`config.mk`:
```
export PLATFORM = sky130hd
export DESIGN_NAME = eth_tx_framer
export DESIGN_NICKNAME = d
export VERILOG_FILES = /design/src/rtl/eth_tx_framer.sv
export SDC_FILE = /design/constraint.sdc
export NUM_CORES = 1
export LEC_CHECK = 0
export ABC_CLOCK_PERIOD_IN_PS = 4100
export CAP_MARGIN = 20
export CORE_ASPECT_RATIO = 2
export CORE_UTILIZATION = 50
export CTS_CLUSTER_SIZE = 28
export DETAILED_ROUTE_END_ITERATION = 10
export PLACE_DENSITY = 0.79
export SYNTH_ARGS = -nofsm -noshare
export SYNTH_HDL_FRONTEND = slang
export SYNTH_SLANG_ARGS = --single-unit
```
`constraint.sdc`:
```
create_clock -name Clk -period 4.1 [get_ports Clk]
set_input_delay 0.82 -clock Clk [delete_from_list [all_inputs] [get_ports Clk]]
set_output_delay 0.82 -clock Clk [all_outputs]
set_load 0.02 [all_outputs]
```
`src/rtl/eth_tx_framer.sv`:
```
// eth_tx_framer
//   Feeds payload bytes into the RMII transmit stage's payload FIFO. It pads
//   short packets up to pMIN_PAYLOAD with pPAD_BYTE and drops every byte
//   beyond pMAX_PAYLOAD. When the payload is fully loaded it pulses
//   Eth_Pkt_Rdy, then holds off the next packet until Tx_En falls.
//
//   State table
//     state      | meaning
//     IDLE       | ready for the first byte of a packet
//     LOAD       | forwarding payload bytes into the FIFO
//     DROP       | oversize packet; discarding bytes up to S_Last
//     PAD        | writing pad bytes until the minimum length is reached
//     ARM        | one settle cycle, then the Eth_Pkt_Rdy pulse
//     WAIT_START | waiting for the transmit stage to raise Tx_En
//     WAIT_END   | waiting for Tx_En to fall (frame sent)
//
// Ports
//   Clk, Rst        clock, synchronous active-high reset
//   S_Data/S_Valid/S_Last/S_Ready   source byte stream
//   Tx_En           transmit enable from the transmit stage
//   Eth_Byte/Eth_Byte_Valid         FIFO write port (registered)
//   Eth_Pkt_Rdy     one-cycle pulse: payload loaded
//   Pkt_Len         payload bytes written, including pad
//   Busy            high outside IDLE
//   Err_Oversize    sticky oversize flag
module eth_tx_framer #(
  parameter int         pMIN_PAYLOAD = 46,
  parameter int         pMAX_PAYLOAD = 1500,
  parameter logic [7:0] pPAD_BYTE    = 8'h00
) (
  input  logic        Clk,
  input  logic        Rst,
  input  logic [7:0]  S_Data,
  input  logic        S_Valid,
  input  logic        S_Last,
  output logic        S_Ready,
  input  logic        Tx_En,
  output logic [7:0]  Eth_Byte,
  output logic        Eth_Byte_Valid,
  output logic        Eth_Pkt_Rdy,
  output logic [10:0] Pkt_Len,
  output logic        Busy,
  output logic        Err_Oversize
);

  localparam logic [10:0] MIN_C = 11'(pMIN_PAYLOAD);
  localparam logic [10:0] MAX_C = 11'(pMAX_PAYLOAD);

  typedef enum logic [2:0] {
    IDLE, LOAD, DROP, PAD, ARM, WAIT_START, WAIT_END
  } state_t;

  state_t      state, state_nxt;
  logic [10:0] cnt, cnt_nxt, cnt_inc;
  logic        arm_wait, arm_wait_nxt;
  logic        tx_en_d1;
  logic [7:0]  byte_nxt;
  logic        vld_nxt, rdy_nxt, err_nxt;
  logic        accept;

  // S_Ready is gated by Rst so that every output reads 0 while reset is held.
  assign S_Ready = ~Rst & ((state == IDLE) | (state == LOAD) | (state == DROP));
  assign accept  = S_Valid & S_Ready;
  assign cnt_inc = (cnt == MAX_C) ? cnt : cnt + 11'd1;
  assign Pkt_Len = cnt;
  assign Busy    = (state != IDLE);

  always_comb begin
    state_nxt    = state;
    cnt_nxt      = cnt;
    arm_wait_nxt = 1'b0;
    byte_nxt     = Eth_Byte;
    vld_nxt      = 1'b0;
    rdy_nxt      = 1'b0;
    err_nxt      = Err_Oversize;
    unique case (state)
      IDLE: begin
        if (accept) begin
          vld_nxt  = 1'b1;
          byte_nxt = S_Data;
          cnt_nxt  = 11'd1;
          err_nxt  = 1'b0;
          if (S_Last) begin
            state_nxt = (MIN_C <= 11'd1) ? ARM : PAD;
          end else if (MAX_C <= 11'd1) begin
            err_nxt   = 1'b1;
            state_nxt = DROP;
          end else begin
            state_nxt = LOAD;
          end
        end
      end
      LOAD: begin
        if (accept) begin
          vld_nxt  = 1'b1;
          byte_nxt = S_Data;
          cnt_nxt  = cnt_inc;
          if (S_Last) begin
            state_nxt = (cnt_inc < MIN_C) ? PAD : ARM;
          end else if (cnt_inc == MAX_C) begin
            err_nxt   = 1'b1;
            state_nxt = DROP;
          end
        end
      end
      DROP: begin
        if (accept && S_Last) state_nxt = ARM;
      end
      PAD: begin
        vld_nxt  = 1'b1;
        byte_nxt = pPAD_BYTE;
        cnt_nxt  = cnt_inc;
        if (cnt_inc >= MIN_C) state_nxt = ARM;
      end
      ARM: begin
        // First cycle lets the final FIFO write land; second issues the pulse.
        if (!arm_wait) begin
          arm_wait_nxt = 1'b1;
        end else begin
          rdy_nxt   = 1'b1;
          state_nxt = WAIT_START;
        end
      end
      WAIT_START: begin
        if (Tx_En) state_nxt = WAIT_END;
      end
      WAIT_END: begin
        if (tx_en_d1 && !Tx_En) begin
          state_nxt = IDLE;
          cnt_nxt   = 11'd0;
        end
      end
      default: state_nxt = IDLE;
    endcase
  end

  always_ff @(posedge Clk) begin
    if (Rst) begin
      state          <= IDLE;
      cnt            <= 11'd0;
      arm_wait       <= 1'b0;
      tx_en_d1       <= 1'b0;
      Eth_Byte       <= 8'h00;
      Eth_Byte_Valid <= 1'b0;
      Eth_Pkt_Rdy    <= 1'b0;
      Err_Oversize   <= 1'b0;
    end else begin
      state          <= state_nxt;
      cnt            <= cnt_nxt;
      arm_wait       <= arm_wait_nxt;
      tx_en_d1       <= Tx_En;
      Eth_Byte       <= byte_nxt;
      Eth_Byte_Valid <= vld_nxt;
      Eth_Pkt_Rdy    <= rdy_nxt;
      Err_Oversize   <= err_nxt;
    end
  end

endmodule

```
======== Yosys cells after proc, flatten, opt, wreduce, memory -nomap -nowiden ========
Cells that the tools add are included.
cells by class
  eq/ne operators ......................... 19
  muxes and demuxes ....................... 28
  bitwise gates (word level) .............. 6
  order comparisons ....................... 2
  add/subtract/negate cells ............... 1
  reduce and logical (&&, ||, !) cells .... 14
operator list
  operator               count
  $mux 11                4
  $pmux 11 s4            1
  $mux 3                 10
  $eq 11x11->1 const B   2
  $pmux 3 s7             1
  $pmux 8 s2             1
  $ne 2x2->1 const B     7
  $add 11x1->11 const B  1
  $ge 11x6->1 const B    1
  $lt 11x6->1 const B    1
  $eq 3x3->1 const B     3
  $mux 8                 1
  $reduce_and 8->1       1
  $mux 1                 7
  $eq 3x2->1 const B     2
  $ne 2x1->1 const B     3
  $reduce_and 5->1       1
  $pmux 1 s2             2
  $reduce_and 4->1       1
  $reduce_bool 2->1      2
  $reduce_bool 4->1      1
  $reduce_or 2->1        2
  $eq 3x1->1 const B     1
  $logic_not 3->1        1
  other kinds (9)        13
storage, ports and cells
  output and inout bits ................... 24
  flip-flop bits (word level) ............. 27
  word-level logic and storage cells ...... 78
  input port bits ......................... 13

======== Longest topological paths before layout ========
Gate-level depths: netlist of run 1.
  depth after elaboration ................. 8
  gate-level depth with buffers ........... 10
  mapped depth without buffers ............ 9

======== Least setup slack after synthesis of run 1 ========
No wires, ideal clock.
  path type ............................... register to register
  start ................................... register cnt[0] (netlist: Pkt_Len[0])
  end ..................................... register state[2]
  period minus slack after synthesis ...... 2.475 ns
  stages on the path, launching flop included .. 10
  data arrival time ....................... 2.371 ns
  data required time ...................... 3.997 ns
  setup time .............................. 0.103 ns
  setup slack ............................. 1.625 ns
  buffers on the path ..................... 1
  cells stage by stage .................... dfxtp_1 ha_1 buf_2 and3_1 o311ai_0 o21ai_1 a21oi_1 or2_2 o2111a_1 a2111oi_2
on the way
  longest elaborated chain between the ends .. 7
  elaborated cells between the ends (all ways) .. 13
  those cells by class .................... add/sub: 1; order compare: 2; eq/ne: 4; mux: 5; reduce/logical: 1
RTL lines
  element                                               line  RTL
  start, declared                                       54    logic [10:0] cnt, cnt_nxt, cnt_inc;
  start signal, assigned                                149   cnt <= cnt_nxt;
  $add 11x1->11 / $eq 11x11->1 (equally long branches)  64    assign cnt_inc = (cnt == MAX_C) ? cnt : cnt + 11'd1;
  $mux 11 *                                             64
  $lt 11x6->1                                           99    state_nxt = (cnt_inc < MIN_C) ? PAD : ARM;
  $mux 3                                                99
  $mux 3                                                98    if (S_Last) begin
  $mux 3                                                94    if (accept) begin
  $pmux 3 s7                                            76    unique case (state)
  end signal, assigned                                  148   state <= state_nxt;
  end, declared                                         53    state_t state, state_nxt;
Mark *: on every way between the ends. The rest lies on a longest branch, timed or not. The select of a mux whose other input is x is not followed.
A chain may end at the register's enable or synchronous reset.

======== Worst setup path in the final report of run 1 ========
  start ................................... input port Rst
  end ..................................... output port S_Ready
on the way
  longest elaborated chain between the ends .. 2
RTL lines
  element          line  RTL
  start, declared  32    input logic Rst,
  $not 1->1        62    assign S_Ready = ~Rst & ((state == IDLE) | (state == LOAD) | (state == DROP));
  $and 1x1->1      62
  end, declared    36    output logic S_Ready,
No other way between the ends.

==> out/qor.csv, run 1 <==
stage;metric;value;unit
logic_synthesis;synth_edf_count;0;
critical_path;reg2reg_depth;8;
sta;rsz0062_at_grt;no;
critical_path;r2r_end;state[2]$_SDFFE_PP0P_;
critical_path;r2r-start;Pkt_Len[0]$_SDFFE_PP0P_;
finish;multi_input_area;1095;um^2
min_path;holdPathEnd;arm_wait$_SDFF_PP0_;
finish;drive_gt1_frac;0.04563;
min_path;hold_start;arm_wait$_SDFF_PP0_;
clocking;cts_tree;built;
global_routing;grt_usage;0.2634;
floorplan;initial_utilization;0.5211;
placed_design;gp_congestion;0.9032;
sta;clock-skew-final;0.008954;ns
clocking;cts_buffers;3;
clocking;ctsHoldBuffers;0;
power_and_ir_drop;p_leak;0.6824;nW
logic_synthesis;synth_ff_type;dfxtp_1;
logic_synthesis;synthArstFlopShare;0;
finish;final-seq-area;540.5;um^2
logic_synthesis;ys_ff_latch;27;
sta;period_share;0.7595;
critical_path;critPathCaptureType;primary output;
placed_design;portBuffers;36;
global_routing;grt_pass1_vias;1792;
logic_synthesis;ys_seq_area_frac;0.3070;
logic_synthesis;syn_nets;257;
route;antenna_left;0;
finish;utilization;0.6270;
logic_synthesis;synth.most_common_cell;nand2_1;
route;wl_per_cell;15.78;um
floorplan;dieArea;3776;um^2
sta;fmaxAchievable;321.1;MHz
critical_path;path_class;in2out;
clocking;clock_sinks;27;
critical_path;worstPathRequired;3.28;ns
route;drtPass1Iterations;7;
global_routing;grt_max_degree;22;
sta;setup_viol;0;
finish;diodes;0;
sta;finalCriticalPeriod;3.114;ns
finish;layout.nets;280;
clocking;cts_resized;0;
route;dr_total_vias;1878;
min_path;hold_depth;1;
sta;fin_tns_setup;0;ns
sta;finalMaxSlewViolations;0;
floorplan;dieWidth;43.96;um
global_routing;antenna_found_initial;0;
clocking;cts.reportedPaths.clkPinSlew;0.10;ns
logic_synthesis;syn-instance-count;241;
clocking;post_cts_buffers;0;
critical_path;crit_fanout;21;
route;wl;4654;um
sta;relSlewSlack;0.5767;
floorplan;row_count;30;
logic_synthesis;synth_top_area_frac;0.3070;
clocking;h-tree-depth;1;
critical_path;rrSetupSlack;1.09;ns
placed_design;hpwl;3434;um
clocking;clock_latency;0.27;ns
route;drtIter0Drc;37;
min_path;hold_path_class;reg2reg;
placed_design;post-place-cells;291;
logic_synthesis;syn_avg_cell_area;7.305;um^2
logic_synthesis;synth_cell_types;54;
power_and_ir_drop;peakVddDrop;0.1393;mV
power_and_ir_drop;p_per_area;261.7;nW/um^2
critical_path;worstPathArrival;2.29;ns
clocking;root_buffer;clkbuf_8;
route;drc;0;
global_routing;grt_pass1_wl;7852;um
logic_synthesis;yosys-top-cells-area;dfxtp_1 31%, nand2_1 7.9%, a21oi_1 7.1%;
global_routing;overflow;0;
clocking;clock_path_buffers;2;
finish;fin_cells;295;
route;via_per_inst;6.366;
floorplan;core;3378;um^2
run;max_cap_violations;0;
critical_path;startpoint_type;input port;
logic_synthesis;synth_warnings;0;
floorplan;die_h;85.92;um
floorplan;num_io_pins;37;
sta;tightest_slew;0.6350;ns
logic_synthesis;synth_top_area_cell;dfxtp_1;
outcome;status;complete, no violations;
finish;nFillCells;308;
logic_synthesis;synth_common_cells;37 x nand2_1, 27 x dfxtp_1, 25 x a21oi_1, 23 x nor2_1, 12 x o21ai_0;
sta;hold_viol;0;
logic_synthesis;synthesis.area;1760;um^2
finish;synthToLayoutAreaGrowth;20.33;%
-- layer usage --
layer	part of all wire	vias up	global-route usage
met3	0.037	18	0.02737
met4	0.040	0	0.1377
met1	0.39	886	0.2831
li1	-	913	-
met2	0.54	61	0.4803
met5	0	-	0
-- sequential cells by signal, summed over array words and instances, names as in the netlist --
register and flops:
Eth_Pkt_Rdy 1, Eth_Byte_Valid 1, tx_en_d1 1, Err_Oversize 1, Pkt_Len 11, state 3, Eth_Byte 8, arm_wait 1
-- power by group --
group          switching [mW]  internal, mW  total [mW]
Clock                  0.0833        0.0697       0.153
Combinational          0.0630        0.0514       0.114
Sequential             0.0147         0.272       0.287
-- logic make-up (layout without fill, tap and decap cells) --
logic type      Yosys count  count (layout)  share of synthesized area
flops                    27              27                     0.3070
compound gates           71              71                     0.2651
fa+ha+maj                 3               3                    0.02132
simple gates            110             110                     0.3106
buf+inv                  26              48                    0.07107
xor+xnor                  3               3                    0.01919
mux                       1               1                   0.005686
-- stage by stage --
step / setup slack [ns] / instance area, um^2 / total power, mW / hold slack [ns]
floorplan: 1.625 / 1760 / 0.3588 / 0.4025
global placement: 1.000 / 2073 / 0.4048 / 0.4383
detailed placement: 0.9924 / 2073 / 0.4065 / 0.4446
CTS: 0.9807 / 2118 / 0.5555 / 0.4593
global route: 0.8408 / 2118 / 0.5787 / 0.4768
finish: 0.9859 / 2118 / 0.5544 / 0.4559
-- how the worst max path moves through the flow --
stage | startpoint | to | slack (ns) | depth (start not counted)
after global routing | Pkt_Len[0]$_SDFFE_PP0P_ | state[2]$_SDFFE_PP0P_ | 0.84 | 8
after global placement | Rst | S_Ready | 1.00 | 4
after floorplan | Pkt_Len[0]$_SDFFE_PP0P_ | state[2]$_SDFFE_PP0P_ | 1.63 | 9
after detailed placement | Rst | S_Ready | 0.99 | 4
final | Rst | S_Ready | 0.99 | 4
after CTS | Rst | S_Ready | 0.98 | 4
-- final cells by class --
class	count	share of cell area
clock buffers	4	0.02126
inverters	6	0.01063
well taps	32	0.01890
repair buffers	38	0.1772
multi-input cells	188	0.5168
flip-flops and latches	27	0.2552
-- placed cells by master (no fill, tap or decap), types with 3 or more instances in the layout --
master / n
inv_1: 6
ha_1: 3
nor3_1: 9
clkdlybuf4s50_1: 36
nand4b_1: 4
a21oi_1: 25
o21ai_0: 12
dfxtp_1: 27
nand2_1: 37
o22ai_1: 3
or2_2: 3
a211oi_1: 6
nor2b_1: 3
clkbuf_8: 3
nand2b_1: 6
nand3_1: 5
and3_1: 3
or3_1: 5
nor2_1: 23
-- critical path, cell delays in order --
cell and delay (ns):
clkdlybuf4s50_1 0.40, buf_4 0.21, a211oi_1 0.23, clkdlybuf4s50_1 0.63
Power figures use the tool's default switching activity.
==> run 2, diff against run 1 <==
==> config.mk (replaced) <==
export PLATFORM = sky130hd
export DESIGN_NAME = eth_tx_framer
export DESIGN_NICKNAME = d
export VERILOG_FILES = /design/src/rtl/eth_tx_framer.sv
export SDC_FILE = /design/constraint.sdc
export NUM_CORES = 1
export LEC_CHECK = 0
export ABC_CLOCK_PERIOD_IN_PS = 2850
export CAP_MARGIN = 20
export CORE_ASPECT_RATIO = 2
export CORE_UTILIZATION = 46
export CTS_CLUSTER_SIZE = 28
export DETAILED_ROUTE_END_ITERATION = 10
export PLACE_DENSITY = 0.77
export SYNTH_ARGS = -nofsm -noshare
export SYNTH_HDL_FRONTEND = slang
export SYNTH_SLANG_ARGS = --single-unit
==> constraint.sdc (replaced) <==
create_clock -name Clk -period 2.85 [get_ports Clk]
set_input_delay 0.57 -clock Clk [delete_from_list [all_inputs] [get_ports Clk]]
set_output_delay 0.57 -clock Clk [all_outputs]
set_load 0.02 [all_outputs]
==> out/qor.csv, run 2 (synthesis gave the netlist of run 1 again) <==
stage;metric;value;unit;change
finish;multi_input_area;1109;um^2;was 1095 um^2
sta;hold_viol;0;;unchanged
sta;clock-skew-final;0.003233;ns;was 0.008954 ns
sta;relSlewSlack;0.5818;;was 0.5767
floorplan;core;3646;um^2;was 3378 um^2
sta;fin_tns_setup;0;ns;unchanged
floorplan;dieWidth;45.75;um;was 43.96 um
critical_path;worstPathArrival;2.13;ns;was 2.29 ns
placed_design;dp_slack;0.1169;ns;was 0.9924 ns
sta;fin_ws;0.1488;ns;was 0.9859 ns
route;wl_per_cell;15.06;um;was 15.78 um
critical_path;crit_slowest_cell;clkdlybuf4s50_1;;unchanged
sta;rsz0062_at_grt;no;;unchanged
sta;period_share;0.9478;;
clocking;clock_sinks;27;;unchanged
power_and_ir_drop;p_seq_frac;0.507;;was 0.518
global_routing;overflow;0;;unchanged
finish;synthToLayoutAreaGrowth;28.36;%;was 20.33%
finish;drive_gt1_frac;0.1083;;was 0.04563
finish;layout.nets;294;;was 280
finish;final-seq-area;540.5;um^2;unchanged
min_path;hold_path_class;reg2reg;;unchanged
clocking;cts.reportedPaths.clkPinSlew;0.09;ns;was 0.10 ns
placed_design;gp_congestion;0.9485;;was 0.9032
sta;fmaxAchievable;370.2;MHz;
critical_path;critPathCaptureType;primary output;;unchanged
clocking;ctsHoldBuffers;0;;unchanged
sta;finalCriticalPeriod;2.701;ns;
route;drc;0;;unchanged
finish;fin_cells;326;;was 295
power_and_ir_drop;combPwrFrac;0.220;;was 0.206
clocking;clock_path_buffers;2;;unchanged
clocking;h-tree-depth;1;;unchanged
route;antenna_left;0;;unchanged
global_routing;grt_pass1_vias;1782;;was 1792
floorplan;initial_utilization;0.4828;;was 0.5211
run;max_cap_violations;0;;unchanged
clocking;cts_tree;built;;unchanged
critical_path;worstPathRequired;2.28;ns;was 3.28 ns
route;wl;4908;um;was 4654 um
global_routing;grt_pass1_wl;7935;um;was 7852 um
placed_design;hpwl;3651;um;was 3434 um
finish;diodes;0;;unchanged
critical_path;crit_top_cell;clkdlybuf4s50_1;;unchanged
finish;mostFrequentLayoutCells;37 x nand2_1, 36 x clkdlybuf4s50_1, 27 x dfxtp_1, 24 x a21oi_1, 23 x nor2_1;;was 37 x nand2_1, 36 x clkdlybuf4s50_1, 27 x dfxtp_1, 25 x a21oi_1, 23 x nor2_1
critical_path;startpoint_type;input port;;unchanged
global_routing;grt_max_degree;21;;was 22
power_and_ir_drop;p_clk_frac;0.273;;was 0.276
global_routing;antenna_found_initial;0;;unchanged
global_routing;grt_usage;0.2576;;was 0.2634
critical_path;path_class;in2out;;unchanged
critical_path;crit_fanout;20;;was 21
finish;largest_reg_flops;11;;unchanged
floorplan;dieArea;4093;um^2;was 3776 um^2
floorplan;num_io_pins;37;;unchanged
sta;finalMaxSlewViolations;0;;unchanged
power_and_ir_drop;p_leak;0.7614;nW;was 0.6824 nW
clocking;clock_latency;0.28;ns;was 0.27 ns
floorplan;row_count;31;;was 30
route;via_per_inst;5.853;;was 6.366
critical_path;worstPathCellList;clkdlybuf4s50_1 > buf_4 > a211oi_1 > clkdlybuf4s50_1;;unchanged
sta;tightest_slew;0.6259;ns;was 0.6350 ns
finish;nFillCells;382;;was 308
route;dr_total_vias;1908;;was 1878
route;drtIter0Drc;57;;was 37
clocking;cts_buffers;3;;unchanged
power_and_ir_drop;design_power_total;0.8101;mW;was 0.5544 mW
clocking;root_buffer;clkbuf_8;;unchanged
finish;layout_commonest_cell;nand2_1;;unchanged
power_and_ir_drop;peakVddDrop;0.3681;mV;was 0.1393 mV
route;drtPass1Iterations;4;;was 7
power_and_ir_drop;p_sw_frac;0.2937;;was 0.2903
floorplan;die_h;89.49;um;was 85.92 um
placed_design;portBuffers;36;;unchanged
power_and_ir_drop;p_per_area;358.5;nW/um^2;was 261.7 nW/um^2
power_and_ir_drop;p_sw;0.2379;mW;was 0.1609 mW
outcome;status;complete, no violations;;unchanged
critical_path;critPathMaxStageDelay;0.66;ns;was 0.63 ns
power_and_ir_drop;cell_internal_pwr;0.5722;mW;was 0.3935 mW
sta;setup_viol;0;;unchanged
placed_design;post-place-cells;321;;was 291
run 2: cell type report:
type	instances	share of cell area
flip-flops and latches	27	0.2392
clock buffers	3	0.01827
well taps	49	0.02713
multi-input cells	188	0.4906
repair buffers	52	0.2126
clock inverters	1	0.002215
inverters	6	0.009967
run 2: final timing paths:
check | start | to | slack (ns) | depth (start not counted)
worst min register to register | arm_wait$_SDFF_PP0_ | arm_wait$_SDFF_PP0_ | 0.44 | 1
worst min-delay path | arm_wait$_SDFF_PP0_ | arm_wait$_SDFF_PP0_ | 0.44 | 1
worst max-delay path | Rst | S_Ready | 0.15 | 4
worst max register to register | Pkt_Len[0]$_SDFFE_PP0P_ | state[2]$_SDFFE_PP0P_ | 0.17 | 9
run 2: what timing repair did:
item                                    CTS  global route
gates resized for setup                   0             4
hold endpoints to repair                  0             0
setup buffers                             0             0
endpoints found under the setup margin    0             1
run 2: through the flow:
stage | hold WS [ns] | area [um^2] | util
2_1_floorplan | 0.4025 | 1760 | -
3_3_place_gp | 0.4316 | 2192 | 0.6012
3_5_place_dp | 0.4405 | 2192 | 0.6012
4_1_cts | 0.4522 | 2238 | 0.6139
5_1_grt | 0.4783 | 2260 | 0.6198
6_report | 0.4426 | 2260 | 0.6198
run 2: critical path, delay by kind of cell:
| family | cells | cell delay (ns) |
|---|---|---|
| buf+inv | 3 | 1.28 |
| compound gates | 1 | 0.28 |
run 2: metal layers:
metal  track usage  vias up  share of wire
met4        0.1283        0          0.031
met1        0.2862      903           0.39
li1              -      944              -
met2        0.4649       44           0.56
met3       0.02222       17          0.019
met5             0        -              0
run 2: power by group through the flow:
stage               Combinational, mW  Sequential (mW)  Clock [mW]
CTS                             0.176            0.410       0.228
finish                          0.178            0.411       0.222
floorplan                      0.0931            0.423           0
detailed placement              0.174            0.419           0
global placement                0.173            0.418           0
global route                    0.194            0.413       0.242
==> run 3, diff against run 2 <==
--- a/config.mk
+++ b/config.mk
@@ -5,7 +5,6 @@
 export SDC_FILE = /design/constraint.sdc
 export NUM_CORES = 1
 export LEC_CHECK = 0
-export ABC_CLOCK_PERIOD_IN_PS = 2850
 export CAP_MARGIN = 20
 export CORE_ASPECT_RATIO = 2
 export CORE_UTILIZATION = 46
==> results of run 3 <==
Final layout, timing and power as in run 2 (identical DEF).
